===== src/rtl/player_pkg.sv =====
// Shared types and LED-grid defaults for the player motion slice.
// State encoding also covers HANG, used only when PLAYER_HANG_TIME_EN is set.
package player_pkg;

  localparam int PV_ROWS      = 16;
  localparam int PV_Y_W       = 4;
  localparam int PV_START_ROW = 14;
  localparam int PV_MAX_RISE  = 4;

  typedef enum logic [2:0] {
    ST_GROUND = 3'd0,
    ST_RISE   = 3'd1,
    ST_FALL   = 3'd2,
    ST_HANG   = 3'd3,
    ST_OUT    = 3'd4
  } state_t;

  function automatic logic is_airborne(
    input state_t s
  );
    return (s == ST_RISE) ||
           (s == ST_FALL) ||
           (s == ST_HANG);
  endfunction

endpackage


===== src/rtl/player_vertical_motion.sv =====
// Jump level + column floor map -> player row; moves only on step.
// Define PLAYER_HANG_TIME_EN to add a one-step HANG at the jump apex.
module player_vertical_motion
  import player_pkg::*;
#(
  parameter int ROWS      = PV_ROWS,
  parameter int Y_W       = PV_Y_W,
  parameter int START_ROW = PV_START_ROW,
  parameter int MAX_RISE  = PV_MAX_RISE
) (
  input  logic            clk,
  input  logic            reset,
  input  logic            step,
  input  logic            jump,
  input  logic [ROWS-1:0] floor_map,
  output logic [Y_W-1:0]  y,
  output logic            on_platform,
  output logic            airborne,
  output logic            fell_off
);

  localparam int CW = $clog2(MAX_RISE + 1);

  localparam logic [Y_W-1:0] LAST_Y = Y_W'(ROWS - 1);
  localparam logic [Y_W-1:0] RST_Y  = Y_W'(START_ROW);
  localparam logic [Y_W-1:0] ONE_Y  = Y_W'(1);
  localparam logic [Y_W:0]   ONE_YX = (Y_W+1)'(1);
  localparam logic [CW-1:0]  MAX_C  = CW'(MAX_RISE);
  localparam logic [CW-1:0]  ONE_C  = CW'(1);
  localparam logic [ROWS-1:0] BIT0  = ROWS'(1);

`ifdef PLAYER_HANG_TIME_EN
  localparam state_t RISE_EXIT = ST_HANG;
`else
  localparam state_t RISE_EXIT = ST_FALL;
`endif

  state_t         r_state;
  logic [Y_W-1:0] r_y;
  logic [CW-1:0]  r_cnt;
  logic           r_on;
  logic           r_air;
  logic           r_fell;

  logic [Y_W:0]    w_y_inc;
  logic [ROWS-1:0] w_mask;
  logic            w_at_top;
  logic            w_at_bot;
  logic            w_floor_below;
  logic            w_can_rise;

  state_t         w_state_nx;
  logic [Y_W-1:0] w_y_nx;
  logic [CW-1:0]  w_cnt_nx;

  // y+1 one bit wider so the bottom row never wraps to row 0
  assign w_y_inc  = {1'b0, r_y} + ONE_YX;
  assign w_mask   = BIT0 << w_y_inc;
  assign w_at_top = (r_y == '0);
  assign w_at_bot = (r_y == LAST_Y);

  assign w_floor_below =
    !w_at_bot && (|(floor_map & w_mask));

  assign w_can_rise =
    jump && (r_cnt < MAX_C) && !w_at_top;

  always_comb begin
    w_state_nx = r_state;
    w_y_nx     = r_y;
    w_cnt_nx   = r_cnt;
    if (step) begin
      unique case (r_state)
        ST_GROUND: begin
          if (jump && !w_at_top) begin
            w_state_nx = ST_RISE;
            w_y_nx     = r_y - ONE_Y;
            w_cnt_nx   = ONE_C;
          end else if (!w_floor_below) begin
            w_state_nx = ST_FALL;
          end
        end
        ST_RISE: begin
          if (w_can_rise) begin
            w_y_nx   = r_y - ONE_Y;
            w_cnt_nx = r_cnt + ONE_C;
          end else begin
            w_state_nx = RISE_EXIT;
            w_cnt_nx   = '0;
          end
        end
        ST_FALL: begin
          if (w_floor_below) begin
            w_state_nx = ST_GROUND;
          end else if (w_at_bot) begin
            w_state_nx = ST_OUT;
          end else begin
            w_y_nx = r_y + ONE_Y;
          end
        end
`ifdef PLAYER_HANG_TIME_EN
        ST_HANG: begin
          w_state_nx = ST_FALL;
        end
`endif
        ST_OUT: begin
          w_state_nx = ST_OUT;
        end
        default: begin
          w_state_nx = ST_FALL;
        end
      endcase
    end
  end

  always_ff @(posedge clk) begin
    if (reset) begin
      r_state <= ST_GROUND;
      r_y     <= RST_Y;
      r_cnt   <= '0;
      r_on    <= 1'b1;
      r_air   <= 1'b0;
      r_fell  <= 1'b0;
    end else begin
      r_state <= w_state_nx;
      r_y     <= w_y_nx;
      r_cnt   <= w_cnt_nx;
      r_on    <= (w_state_nx == ST_GROUND);
      r_air   <= is_airborne(w_state_nx);
      r_fell  <= (w_state_nx == ST_OUT);
    end
  end

  assign y           = r_y;
  assign on_platform = r_on;
  assign airborne    = r_air;
  assign fell_off    = r_fell;

endmodule


===== config.mk =====
export PLATFORM = sky130hd
export DESIGN_NAME = player_vertical_motion
export DESIGN_NICKNAME = d
export VERILOG_FILES = /design/src/rtl/player_pkg.sv /design/src/rtl/player_vertical_motion.sv
export SDC_FILE = /design/constraint.sdc
export NUM_CORES = 1
export LEC_CHECK = 0
export BUFFER_PORTS_ARGS = -buffer_cell sky130_fd_sc_hd__buf_2
export CORE_MARGIN = 2
export CORE_UTILIZATION = 55
export DETAILED_ROUTE_END_ITERATION = 12
export PLACE_DENSITY = 0.8
export SYNTH_ARGS = -nofsm -noshare
export SYNTH_HDL_FRONTEND = slang
export SYNTH_SLANG_ARGS = --single-unit

===== constraint.sdc =====
create_clock -name clk -period 6.5 [get_ports clk]
set_input_delay 0.975 -clock clk [delete_from_list [all_inputs] [get_ports clk]]
set_output_delay 0.975 -clock clk [all_outputs]
set_load 0.005 [all_outputs]

# Yosys cells after proc, flatten, opt, wreduce, memory -nomap -nowiden
# Cells that the tools add are included.
[word_totals] romBits=0 memories=0 register_bits=13 latch_bits=0 word_cells=56 out_inout_bits=7 ramBits=0
[op_classes] add_sub_neg=4 n_reduce_logical=16 multipliers=0 n_eq_ne=12 div=0 bitwise=1 n_shift=1 n_mux=15 n_lt_le_gt_ge=1
[ops] operator="$mux 3" n=8
[ops] operator="$and 16x16->16" n=1
[ops] operator="$mux 4" n=4
[ops] operator="$reduce_or 16->1" n=1
[ops] operator="$shl 1x5->16 const A" n=1
[ops] operator="$pmux 3 s4" n=1
[ops] operator="$pmux 4 s3" n=1
[ops] operator="$eq 3x2->1 const B" n=3
[ops] operator="$ne 2x2->1 const B" n=4
[ops] operator="$eq 3x1->1 const B" n=2
[ops] operator="$eq 3x3->1 const B" n=2
[ops] operator="$logic_not 3->1" n=2
[ops] operator="$pmux 3 s2" n=1
[ops] operator="$reduce_and 6->1" n=1
[ops] operator="$add 4x1->5 const B" n=1
[ops] operator="$add 4x1->4 const B" n=1
[ops] operator="$eq 4x4->1 const B" n=1
[ops] operator="$logic_and 1x1->1" n=4
[ops] operator="$logic_not 4->1" n=1
[ops] operator="$sub 4x1->4 const B" n=1
[ops] operator="$add 3x1->3 const B" n=1
[ops] operator="$lt 3x3->1 const B" n=1
[ops] operator="$reduce_and 3->1" n=1
[ops] operator="$reduce_bool 3->1" n=1
[ops] operator="other kinds (3)" n=5

# Longest topological paths before layout
[logic_depth] word_depth=12 depth_mapped=8 mapped_depth_nobuf=7

# Least setup slack after synthesis
# Ideal clock, no wire load.
[synth_timing] kind="in2reg" startpoint="in floor_map[13]" endpoint="reg r_y[0], in the netlist y[0]" cell_stages=5 arrival_ps=2373 path_buffers=0 setup_ps=123 path_slack_ps=4003 cell_sequence="mux2i_1 -> o22ai_1 -> or4_4 -> a211oi_2 -> mux2_1"
[synth_between] elab_chain_cells=5
[synth_rtl] element="start: declaration" line="player_vertical_motion.sv:15" source="input logic [ROWS-1:0] floor_map,"
[synth_rtl] element="$and 16x16->16" line="player_vertical_motion.sv:63" source="!w_at_bot && (|(floor_map & w_mask));"
[synth_rtl] element="$reduce_or 16->1" line="player_vertical_motion.sv:63"
[synth_rtl] element="$logic_and 1x1->1" line="player_vertical_motion.sv:63"
[synth_rtl] element="$ne 2x2->1 (no line)"
[synth_rtl] element="$reduce_and 6->1 (no line)"
[synth_rtl] element="end signal: assignment" line="player_vertical_motion.sv:126" source="r_y <= w_y_nx;"
[synth_rtl] element="end: declaration" line="player_vertical_motion.sv:39" source="logic [Y_W-1:0] r_y;"
# Every way passes these cells.
# A chain may end at the register's enable or synchronous reset.

# Final worst setup path
[layout_timing] startpoint="reg r_state[1]" endpoint="reg r_y[3], in the netlist y[3]"
[layout_between] elab_chain_cells=3
[layout_rtl] element="start: declaration" line="player_vertical_motion.sv:38" source="state_t r_state;"
[layout_rtl] element="start signal: assignment" line="player_vertical_motion.sv:125" source="r_state <= w_state_nx;"
[layout_rtl] element="$eq 3x1->1 (tied with other cells)" line="player_vertical_motion.sv:73" source="unique case (r_state)"
[layout_rtl] element="$ne 2x2->1 (no line) / $reduce_bool 3->1 (equally long branches)"
[layout_rtl] element="$reduce_and 6->1 (no line)"
# Parallel ways exist; a longest one is shown, timed or not.

==> flow_summary.yaml <==
run_status:
  status: "complete, no violations"
worst_setup_path:
  timing.rr.start: "r_state[1]"
  start_kind: "flop"
  r2r-end: "y[3]"
  crit_arrival_ns: 2.76
  rr_worst_depth: 7
  critical_path_class: "flop to flop"
  rrSetupSlack_ns: 3.92
  cp_data_required_time_ns: 6.67
  cp_max_fo: 14
  end_kind: "flop"
synthesis:
  yosysUniqueCellTypes: 52
  synthCells: 125
  synth_top_flop_cell: "dfxtp_1"
  synth_warnings: 0
  avgSynthCellArea_um2: 8.348
  synthArstFlopShare_pct: 0
  yosysSeqAreaShare_pct: 24.94
  synth-seq-cells: 13
  syn_nets: 149
  synth_edf_count: 0
  netlist_area_um2: 1044
grt:
  overflow: 0
  grt_start_max_net_pins: 20
  antenna_found_initial: 0
  track_usage_pct: 23.84
  grt_first_pass_wirelength_um: 3795
  grt_pass1_vias: 855
die:
  pin_count: 27
  fp.dieArea_um2: 2261
  initial_core_util_pct: 59.15
  die_h_um: 47.56
  fp.coreArea_um2: 1764
  rows: 15
  dieWidth_um: 47.56
route:
  drt_iter0_markers: 41
  drc: 0
  vias_per_cell: 6.000
  routed_wl_um: 2332
  first_pass_iters: 4
  ant_nets: 0
  via_count: 1020
  wl_per_cell_um: 13.72
clock_network:
  cts_tree: "yes"
  cts_buffer_depth: 2
  cts_buffers: 3
  cts_root_buf: "clkbuf_4"
  clk_latency_ns: 0.28
  cts_setup_buffers: 0
  hold_buffers: 0
  clock_sinks: 13
  h-tree-depth: 1
  clk_pin_slew_ns: 0.08
  cts_resized: 0
timing:
  setup_slack_ns: 3.917
  slew_viol_final: 0
  worstMarginPinSlew_ns: 0.6242
  hold_viol_final: 0
  rsz0062_at_grt: "false"
  slew-limit-headroom_pct: 58.33
  setup_violations: 0
  fin_crit_ns: 2.583
  fin_skew_ns: 0.009346
  tns_ns: 0
  max_freq_ghz: 0.3871
  post-route-period-util_pct: 39.74
min_path:
  hold-path-endpoint: "r_cnt[1]"
  hold_depth: 2
  hp-start: "r_cnt[1]"
  min_path_type: "flop to flop"
final_layout:
  antenna_cells: 0
  layout.nets: 170
  syn_to_final_growth_pct: 11.99
  drive_gt1_share_pct: 26.90
pwr:
  clockPowerShare_pct: 15.2
  pwr-share-comb_pct: 44.7
  internal-power_uw: 194.8
  p_sw_share_pct: 41.06
  seqPwrFrac_pct: 40.1
  ir_drop_mv: 0.2225
  total_power_uw: 330.5
  p_per_area_nw_per_um2: 282.8
  p_sw_uw: 135.7
  p_leak_uw: 0.0004861
run:
  maxCapViolCount: 0
place:
  io_buffers: 25
  place_ws_ns: 3.792
  gp_congestion: 0.8284
  hpwlAfterDp_um: 1705
==> worst max path at each step <==
stage / slack [ns] / from / endpoint / cells past startpoint
final: 3.92 / r_state[1] / y[3] / 7
after global routing: 3.78 / r_state[1] / y[3] / 7
after CTS: 3.95 / r_state[1] / y[3] / 7
after detailed placement: 3.79 / floor_map[13] / y[0] / 6
after global placement: 3.81 / floor_map[13] / y[0] / 6
after floorplan: 4.00 / floor_map[13] / y[0] / 5
==> per-layer routing <==
layer  global-route usage [%]  wire, um  vias up
li1                         -         -      514
met1                    31.65      1068      475
met2                    37.57      1127       26
met3                    7.925       112        5
met4                    5.946        23        0
met5                        0         0        -
==> cell families after synthesis <==
logic type / count (synthesis) / synth area share [%]
AND/OR/NAND/NOR: 58 / 32.74
AO/OA/AOI/OAI: 29 / 19.66
multiplexers: 9 / 10.07
adder cells (fa/ha/maj): 4 / 5.516
buffers and inverters: 11 / 6.234
XOR/XNOR: 1 / 0.8395
flip-flops: 13 / 24.94
==> cells in the mapped netlist (all sizes together) (2+ instances only) <==
master | number | area, um^2
nor2 | 15 | 56.30
dfxtp | 13 | 260.3
a21oi | 9 | 45.04
nand2 | 7 | 26.28
mux2i | 6 | 60.06
buf | 5 | 42.53
a211oi | 4 | 35.03
clkbuf | 4 | 15.01
nand3b | 4 | 30.03
nor3 | 4 | 20.02
ha | 3 | 37.54
nand4 | 3 | 18.77
nor2b | 3 | 18.77
o21ai | 3 | 15.01
or3b | 3 | 26.28
a32oi | 2 | 17.52
and3 | 2 | 12.51
inv | 2 | 7.510
mux2 | 2 | 22.52
nand2b | 2 | 15.02
nand3 | 2 | 10.01
nor4 | 2 | 12.51
o211ai | 2 | 15.01
or2 | 2 | 12.52
==> stage by stage <==
stage / utilization [%] / hold slack (ns) / cells / cell area [um^2]
2_1_floorplan: - / 0.4578 / 125 / 1044
5_1_grt: 66.24 / 0.5587 / 170 / 1169
6_report: 66.24 / 0.5135 / 170 / 1169
3_5_place_dp: 64.75 / 0.4933 / 166 / 1142
4_1_cts: 66.24 / 0.5159 / 170 / 1169
3_3_place_gp: 64.75 / 0.4739 / 166 / 1142
==> registers in the layout (all words and copies together) (netlist names) <==
name	count
on_platform	1
airborne	1
r_cnt	3
fell_off	1
r_state	3
y	4
==> area by class of cell <==
cell class / instances / area, um^2
multi-input cells: 101 / 718.2
repair buffers: 25 / 125.1
fillers: 158 / 595.6
well taps: 25 / 31.28
inverters: 2 / 7.507
flip-flops and latches: 13 / 260.3
clock buffers: 4 / 26.28
==> power by group through the flow <==
stage / sequential [uW] / combinational [uW] / clock (uW)
2_1_floorplan: 110 / 140 / 0
3_3_place_gp: 132 / 140 / 0
3_5_place_dp: 133 / 147 / 0
4_1_cts: 132 / 148 / 51.4
5_1_grt: 138 / 163 / 55.2
6_report: 133 / 148 / 50.2
==> placed cells by master (no fill, tap or decap), types with 3 or more instances in the layout <==
| cell | count |
|---|---|
| nand2_1 | 7 |
| clkbuf_4 | 3 |
| o21ai_0 | 3 |
| buf_2 | 25 |
| nand4_1 | 3 |
| mux2i_1 | 6 |
| ha_1 | 3 |
| nor3_1 | 4 |
| dfxtp_1 | 13 |
| nor2b_1 | 3 |
| nor2_1 | 15 |
| a21oi_1 | 9 |
| a211oi_1 | 3 |
| nand3b_1 | 4 |
==> critical path, stage by stage, from the launching register on <==
cell	delay, ns
dfxtp_1	0.59
or3b_1	0.55
ha_1	0.40
nand3_1	0.11
and3_1	0.24
o21ai_0	0.17
nor4b_1	0.08
nor4_1	0.34
Power figures use the tool's default switching activity.
